[src/rtl/mem_pkg.sv]
// Shared types and constants for the CPU-side memory responder.
package mem_pkg;

    // Transaction sequencing states.
    typedef enum logic [1:0] {
        S_IDLE   = 2'd0,
        S_WAIT   = 2'd1,
        S_ACCESS = 2'd2,
        S_DONE   = 2'd3
    } state_e;

    // CPU mode encodings; 2'b11 is reserved and behaves like stop.
    localparam logic [1:0] CS_STOP = 2'b00;
    localparam logic [1:0] CS_LOAD = 2'b01;
    localparam logic [1:0] CS_RUN  = 2'b10;

    localparam int unsigned MAX_WAIT = 7;
    localparam int unsigned WCNT_W   = $clog2(MAX_WAIT + 1);

endpackage

[src/rtl/mem_array.sv]
// Single-write-port RAM with a registered read port; contents are never reset.
module mem_array
    import mem_pkg::*;
#(
    parameter int unsigned DEPTH  = 256,
    parameter int unsigned DATA_W = 8
) (
    input  logic                     clk,
    input  logic                     we,
    input  logic [$clog2(DEPTH)-1:0] waddr,
    input  logic [DATA_W-1:0]        wdata,
    input  logic [$clog2(DEPTH)-1:0] raddr,
    output logic [DATA_W-1:0]        rdata
);

    logic [DATA_W-1:0] mem_q [DEPTH];
    logic [DATA_W-1:0] rdata_q;

    // Write port and registered read port.
    always_ff @(posedge clk) begin
        if (we) begin
            mem_q[waddr] <= wdata;
        end
        rdata_q <= mem_q[raddr];
    end

    assign rdata = rdata_q;

endmodule

[src/rtl/mem_responder.sv]
// Memory-side responder for the CPU bus: wait states, one-cycle ready,
// out-of-range / conflict error reporting and a front-panel load port.
module mem_responder
    import mem_pkg::*;
#(
    parameter int unsigned ADDR_W = 16,
    parameter int unsigned DATA_W = 8,
    parameter int unsigned DEPTH  = 256,
    parameter int unsigned WAIT   = 1
) (
    input  logic                     clk,
    input  logic                     rst,
    input  logic [1:0]               cpustate,
    input  logic [ADDR_W-1:0]        addr,
    input  logic [DATA_W-1:0]        din,
    input  logic                     read,
    input  logic                     write,
    input  logic                     ld_we,
    input  logic [$clog2(DEPTH)-1:0] ld_addr,
    input  logic [DATA_W-1:0]        ld_data,
    output logic [DATA_W-1:0]        dout,
    output logic                     ready,
    output logic                     busy,
    output logic                     err
);

    localparam int unsigned AW = $clog2(DEPTH);
    localparam logic [WCNT_W-1:0] WAIT_INIT = (WAIT > 0) ? WCNT_W'(WAIT - 1) : '0;

    state_e              state_q, state_d;
    logic [WCNT_W-1:0]   cnt_q, cnt_d;
    logic [ADDR_W-1:0]   addr_q, addr_d;
    logic [DATA_W-1:0]   din_q, din_d;
    logic                rd_q, rd_d;
    logic                wr_q, wr_d;
    logic [DATA_W-1:0]   dout_q, dout_d;

    logic                run;
    logic                oor;
    logic                conflict;
    logic                access_ok;
    logic                cpu_we;
    logic                ld_wr;
    logic                mem_we;
    logic [AW-1:0]       waddr;
    logic [DATA_W-1:0]   wdata;
    logic [AW-1:0]       raddr;
    logic [DATA_W-1:0]   rdata;

    assign run       = (cpustate == CS_RUN);
    assign oor       = ((addr_q >> AW) != '0);
    assign conflict  = rd_q & wr_q;
    // Reset or leaving run mode during ACCESS suppresses both ready and the write.
    assign access_ok = (state_q == S_ACCESS) && run && !rst;
    assign cpu_we    = access_ok && wr_q && !rd_q && !oor;
    assign ld_wr     = (cpustate == CS_LOAD) && ld_we && !rst;
    assign mem_we    = cpu_we | ld_wr;
    assign waddr     = cpu_we ? addr_q[AW-1:0] : ld_addr;
    assign wdata     = cpu_we ? din_q : ld_data;
    // Present the live address in IDLE so read data is ready even with zero wait states.
    assign raddr     = (state_q == S_IDLE) ? addr[AW-1:0] : addr_q[AW-1:0];

    mem_array #(
        .DEPTH  (DEPTH),
        .DATA_W (DATA_W)
    ) u_mem (
        .clk   (clk),
        .we    (mem_we),
        .waddr (waddr),
        .wdata (wdata),
        .raddr (raddr),
        .rdata (rdata)
    );

    assign ready = access_ok;
    assign err   = access_ok && (oor || conflict);
    assign busy  = (state_q == S_WAIT) || (state_q == S_ACCESS);
    assign dout  = dout_d;

    // Next-state, request latching, wait counting and read-data capture.
    always_comb begin
        state_d = state_q;
        cnt_d   = cnt_q;
        addr_d  = addr_q;
        din_d   = din_q;
        rd_d    = rd_q;
        wr_d    = wr_q;
        dout_d  = dout_q;

        if (access_ok && rd_q && !wr_q) begin
            dout_d = oor ? '0 : rdata;
        end

        case (state_q)
            S_IDLE: begin
                if (run && (read || write)) begin
                    addr_d  = addr;
                    din_d   = din;
                    rd_d    = read;
                    wr_d    = write;
                    cnt_d   = WAIT_INIT;
                    state_d = (WAIT > 0) ? S_WAIT : S_ACCESS;
                end
            end
            S_WAIT: begin
                if (!run) begin
                    state_d = S_IDLE;
                end else if (cnt_q == '0) begin
                    state_d = S_ACCESS;
                end else begin
                    cnt_d = cnt_q - 1'b1;
                end
            end
            S_ACCESS: begin
                state_d = run ? S_DONE : S_IDLE;
            end
            S_DONE: begin
                if (!read && !write) begin
                    state_d = S_IDLE;
                end
            end
            default: state_d = S_IDLE;
        endcase
    end

    // State and datapath registers with synchronous reset.
    always_ff @(posedge clk) begin
        if (rst) begin
            state_q <= S_IDLE;
            cnt_q   <= '0;
            addr_q  <= '0;
            din_q   <= '0;
            rd_q    <= 1'b0;
            wr_q    <= 1'b0;
            dout_q  <= '0;
        end else begin
            state_q <= state_d;
            cnt_q   <= cnt_d;
            addr_q  <= addr_d;
            din_q   <= din_d;
            rd_q    <= rd_d;
            wr_q    <= wr_d;
            dout_q  <= dout_d;
        end
    end

endmodule

[config.mk]
export PLATFORM = sky130hd
export DESIGN_NAME = mem_responder
export DESIGN_NICKNAME = d
export VERILOG_FILES = /design/src/rtl/mem_pkg.sv /design/src/rtl/mem_array.sv /design/src/rtl/mem_responder.sv
export SDC_FILE = /design/constraint.sdc
export NUM_CORES = 2
export LEC_CHECK = 0
export ABC_AREA = 1
export CAP_MARGIN = 25
export CORE_MARGIN = 1
export CORE_UTILIZATION = 46
export CTS_BUF_LIST = sky130_fd_sc_hd__clkbuf_2
export DETAILED_ROUTE_END_ITERATION = 8
export GPL_ROUTABILITY_DRIVEN = 0
export PLACE_DENSITY = 0.73
export SYNTH_ARGS = -nofsm -noshare
export SYNTH_HDL_FRONTEND = slang
export SYNTH_SLANG_ARGS = --single-unit
[constraint.sdc]
create_clock -name clk -period 16.41 [get_ports clk]
set_clock_uncertainty 0.15 [all_clocks]
set_input_delay 3.282 -clock clk [delete_from_list [all_inputs] [get_ports clk]]
set_output_delay 3.282 -clock clk [all_outputs]
set_load 0.02 [all_outputs]
==> flow_metrics.env <==
export IMPL_post_route_period_util=0.613
export IMPL_syn_to_final_growth_pct=7.86
export IMPL_post_place_ws_ps=6490
export IMPL_drc=0
export IMPL_r2r_end="u_mem.rdata[2]$_DFF_P_"
export IMPL_ys_types=32
export IMPL_fmax_mhz=99.5
export IMPL_rsz0062_at_grt="false"
export IMPL_grt_pass1_vias=62100
export IMPL_synth_cell_area_um2=91100
export IMPL_die_y_um=447
export IMPL_wl_per_cell_um=20.1
export IMPL_cp_arrival_ps=6620
export IMPL_syn_inst=8820
export IMPL_io_buffers=57
export IMPL_grt_max_degree=209
export IMPL_dpl_cell_area_um2=93800
export IMPL_total_power_mw=11.1
export IMPL_yosys_warnings=0
export IMPL_fin_crit_ps=10050
export IMPL_cpMaxStageDelayCell="clkdlybuf4s50_1"
export IMPL_yosys_area_top_type="edfxtp_1"
export IMPL_powerDensity_nw_per_um2=113
export IMPL_dp_cells=11100
export IMPL_cp_top_family="buffers and inverters"
export IMPL_drive_gt1_frac=0.0976
export IMPL_hpwl_mm=130
export IMPL_worst_pin_slew_ps=1300
export IMPL_whs_ps=311
export IMPL_synthArstFlopShare=0
export IMPL_cts_tree="built"
export IMPL_cts_htree_levels=6
export IMPL_dr_pass1_iters=6
export IMPL_cp_slowest_stage_delay_ps=850
export IMPL_final_util=0.502
export IMPL_setup_tns_ps=0
export IMPL_ant_nets=0
export IMPL_finalSetupViolCount=0
export IMPL_path_cells="clkdlybuf4s50_1 > inv_1 > nand2_1 > inv_2 > nand2_1 > nor2_1 > inv_1 > nand2_1 > nand2_1 > clkdlybuf4s50_1"
export IMPL_start_util=0.465
export IMPL_dieArea_um2=200000
export IMPL_hold_buffers=0
export IMPL_start_kind="input port"
export IMPL_clkSinkCount=2095
export IMPL_crit_path_end_kind="primary output"
export IMPL_grt_ovfl_total=0
export IMPL_syn_area_per_cell_um2=10.3
export IMPL_vias_per_cell=5.36
export IMPL_regToRegSetupSlack_ps=10420
export IMPL_clkTransAtPathRegs_ps=90
export IMPL_grt_pass1_wl_mm=361
export IMPL_num_rows=162
export IMPL_crit_path_frequent_cell="nand2_1"
export IMPL_hold_viol=0
export IMPL_cts_root_buf="clkbuf_2"
export IMPL_synth_area_leaders="edfxtp_1, nand3_1, nand2_1, inv_1, buf_2"
export IMPL_ys_seq_area_frac=0.686
export IMPL_crit_buf_inv=5
export IMPL_stdcell_count=11900
export IMPL_max_slew_margin=0.136
export IMPL_routed_wl_mm=240
export IMPL_num_vias=64000
export IMPL_worstPathRequired_ps=12980
export IMPL_fin_nets=9051
export IMPL_cts_buffers=533
export IMPL_maxSlewViolCount=0
export IMPL_coreArea_um2=196000
export IMPL_min_path_type="reg2reg"
export IMPL_holdPathStages=2
export IMPL_ctsResizeCount=0
export IMPL_drtIter0Drc=7787
export IMPL_holdCritStartpoint="addr_q[10]$_SDFFE_PP0P_"
export IMPL_crit_fanout=22
export IMPL_setup_ws_ps=6360
export IMPL_synth_edf_count=2048
export IMPL_leakage_nw=40.4
export IMPL_cts_setup_buffers=0
export IMPL_maxCapViolations=0
export IMPL_worstHoldEndpoint="addr_q[10]$_SDFFE_PP0P_"
export IMPL_reg2regPathDepth=16
export IMPL_fillers=17300
export IMPL_grt_antenna_before_repair=7
export IMPL_synth_net_count=8873
export IMPL_critPathKind="in2out"
export IMPL_synth_top_area_share=0.675
export IMPL_synth_seq_cells=2095
export IMPL_ctsLongestPathBuffers=4
export IMPL_synth_ff_type="edfxtp_1"
export IMPL_ir_drop_uv=82.8
export IMPL_die_w_um=447
export IMPL_final_area_um2=98200
export IMPL_clkLatencyLatePin_ps=1830
export IMPL_r2r_start="state_q[0]$_SDFFE_PP0P_"
export IMPL_grt_usage=0.237
export IMPL_num_io_pins=58
export IMPL_status="complete, no violations"
-- cells in the mapped netlist (6+ instances only) --
library cell / number
buf_1: 51
nand3b_1: 48
a21oi_1: 33
buf_2: 219
ha_1: 6
clkbuf_1: 225
a211oi_1: 10
nand2_1: 2362
edfxtp_1: 2048
o211ai_1: 63
inv_1: 1488
nand3_1: 1777
o21ai_1: 7
nor2_1: 278
o21ai_0: 114
dfxtp_1: 47
nand2_2: 11
-- kinds of logic (layout without fill, tap and decap cells) --
group                    count (synthesis)  in the layout  synth area share
other                                    0             14                 0
AND/OR/NAND/NOR                       4495           4495             0.213
AO/OA/AOI/OAI                          232            232            0.0150
flip-flops                            2095           2095             0.686
buffers and inverters                 1992           2483            0.0854
adder cells (fa/ha/maj)                  6              6          0.000824
-- cell usage in the layout (no fill, tap or decap), types with 13 or more instances in the layout --
cell type        Yosys  final
inv_1             1488   1486
inv_2                4     21
nor2_1             278    278
clkdlybuf4s50_1      0     57
nand3_1           1777   1773
a21oi_1             33     33
dfxtp_1             47     47
edfxtp_1          2048   2048
clkinv_1             1     80
o211ai_1            63     63
o21ai_0            114    104
buf_4                2     64
nand2_1           2362   2360
buf_12               0     14
clkbuf_2             0    733
diode_2              0     14
o21ai_4              0     13
nand3b_1            48     48
-- worst reg2reg max path, cell delays in order, from the launching register on --
cell and delay (ps):
dfxtp_1 350, inv_1 110, ha_1 220, buf_4 400
nand2_8 450, nand2_8 760, buf_4 920, buf_4 940
o21ai_0 260, nand2_1 110, nand3_1 90, nand3_1 220
nand3_1 190, nand3_1 210, nand3_1 140, nand3_1 230
nand2_1 80
-- layer usage --
metal | up-vias | track usage | part of all wire | wire [um]
li1 | 29600 | - | - | -
met1 | 30200 | 0.310 | 0.39 | 92500
met2 | 3627 | 0.371 | 0.46 | 110000
met3 | 606 | 0.0589 | 0.11 | 26800
met4 | 2 | 0.112 | 0.045 | 10700
met5 | - | 0 | 0.000058 | 14
-- sequential cells by signal, indices dropped and copies added, names as in the netlist --
register	cells
wr_q	1
addr_q	16
din_q	8
state_q	2
u_mem.mem_q	2048
u_mem.rdata	8
rd_q	1
dout_q	8
cnt_q	3
-- power breakdown --
part | total (mW) | internal, mW | switching (mW)
Clock | 3.33 | 1.28 | 2.05
Sequential | 5.90 | 5.88 | 0.0266
Combinational | 1.83 | 0.472 | 1.36
-- layout make-up --
class	count	area [um2]	share of cell area
Inverter	1493	5610	0.0572
Clock buffer	733	3670	0.0374
Clock inverter	115	608	0.00619
Sequential cell	2095	62400	0.636
Timing Repair Buffer	142	1510	0.0154
Antenna cell	14	35.0	0.000357
Tap cell	2624	3280	0.0334
Multi-Input combinational cell	4733	21100	0.214
-- worst max-delay path by stage --
stage | end | slack (ps) | from | cells after the start
global placement | dout[1] | 6540 | rst | 10
CTS | dout[4] | 6470 | rst | 10
finish | dout[6] | 6360 | rst | 10
detailed placement | dout[6] | 6490 | rst | 10
floorplan | u_mem.mem_q[0][0]$_DFFE_PP_ | -100 | cpustate[1] | 10
global route | dout[6] | 6150 | rst | 10
No activity file was read; power rests on OpenSTA's default activity.
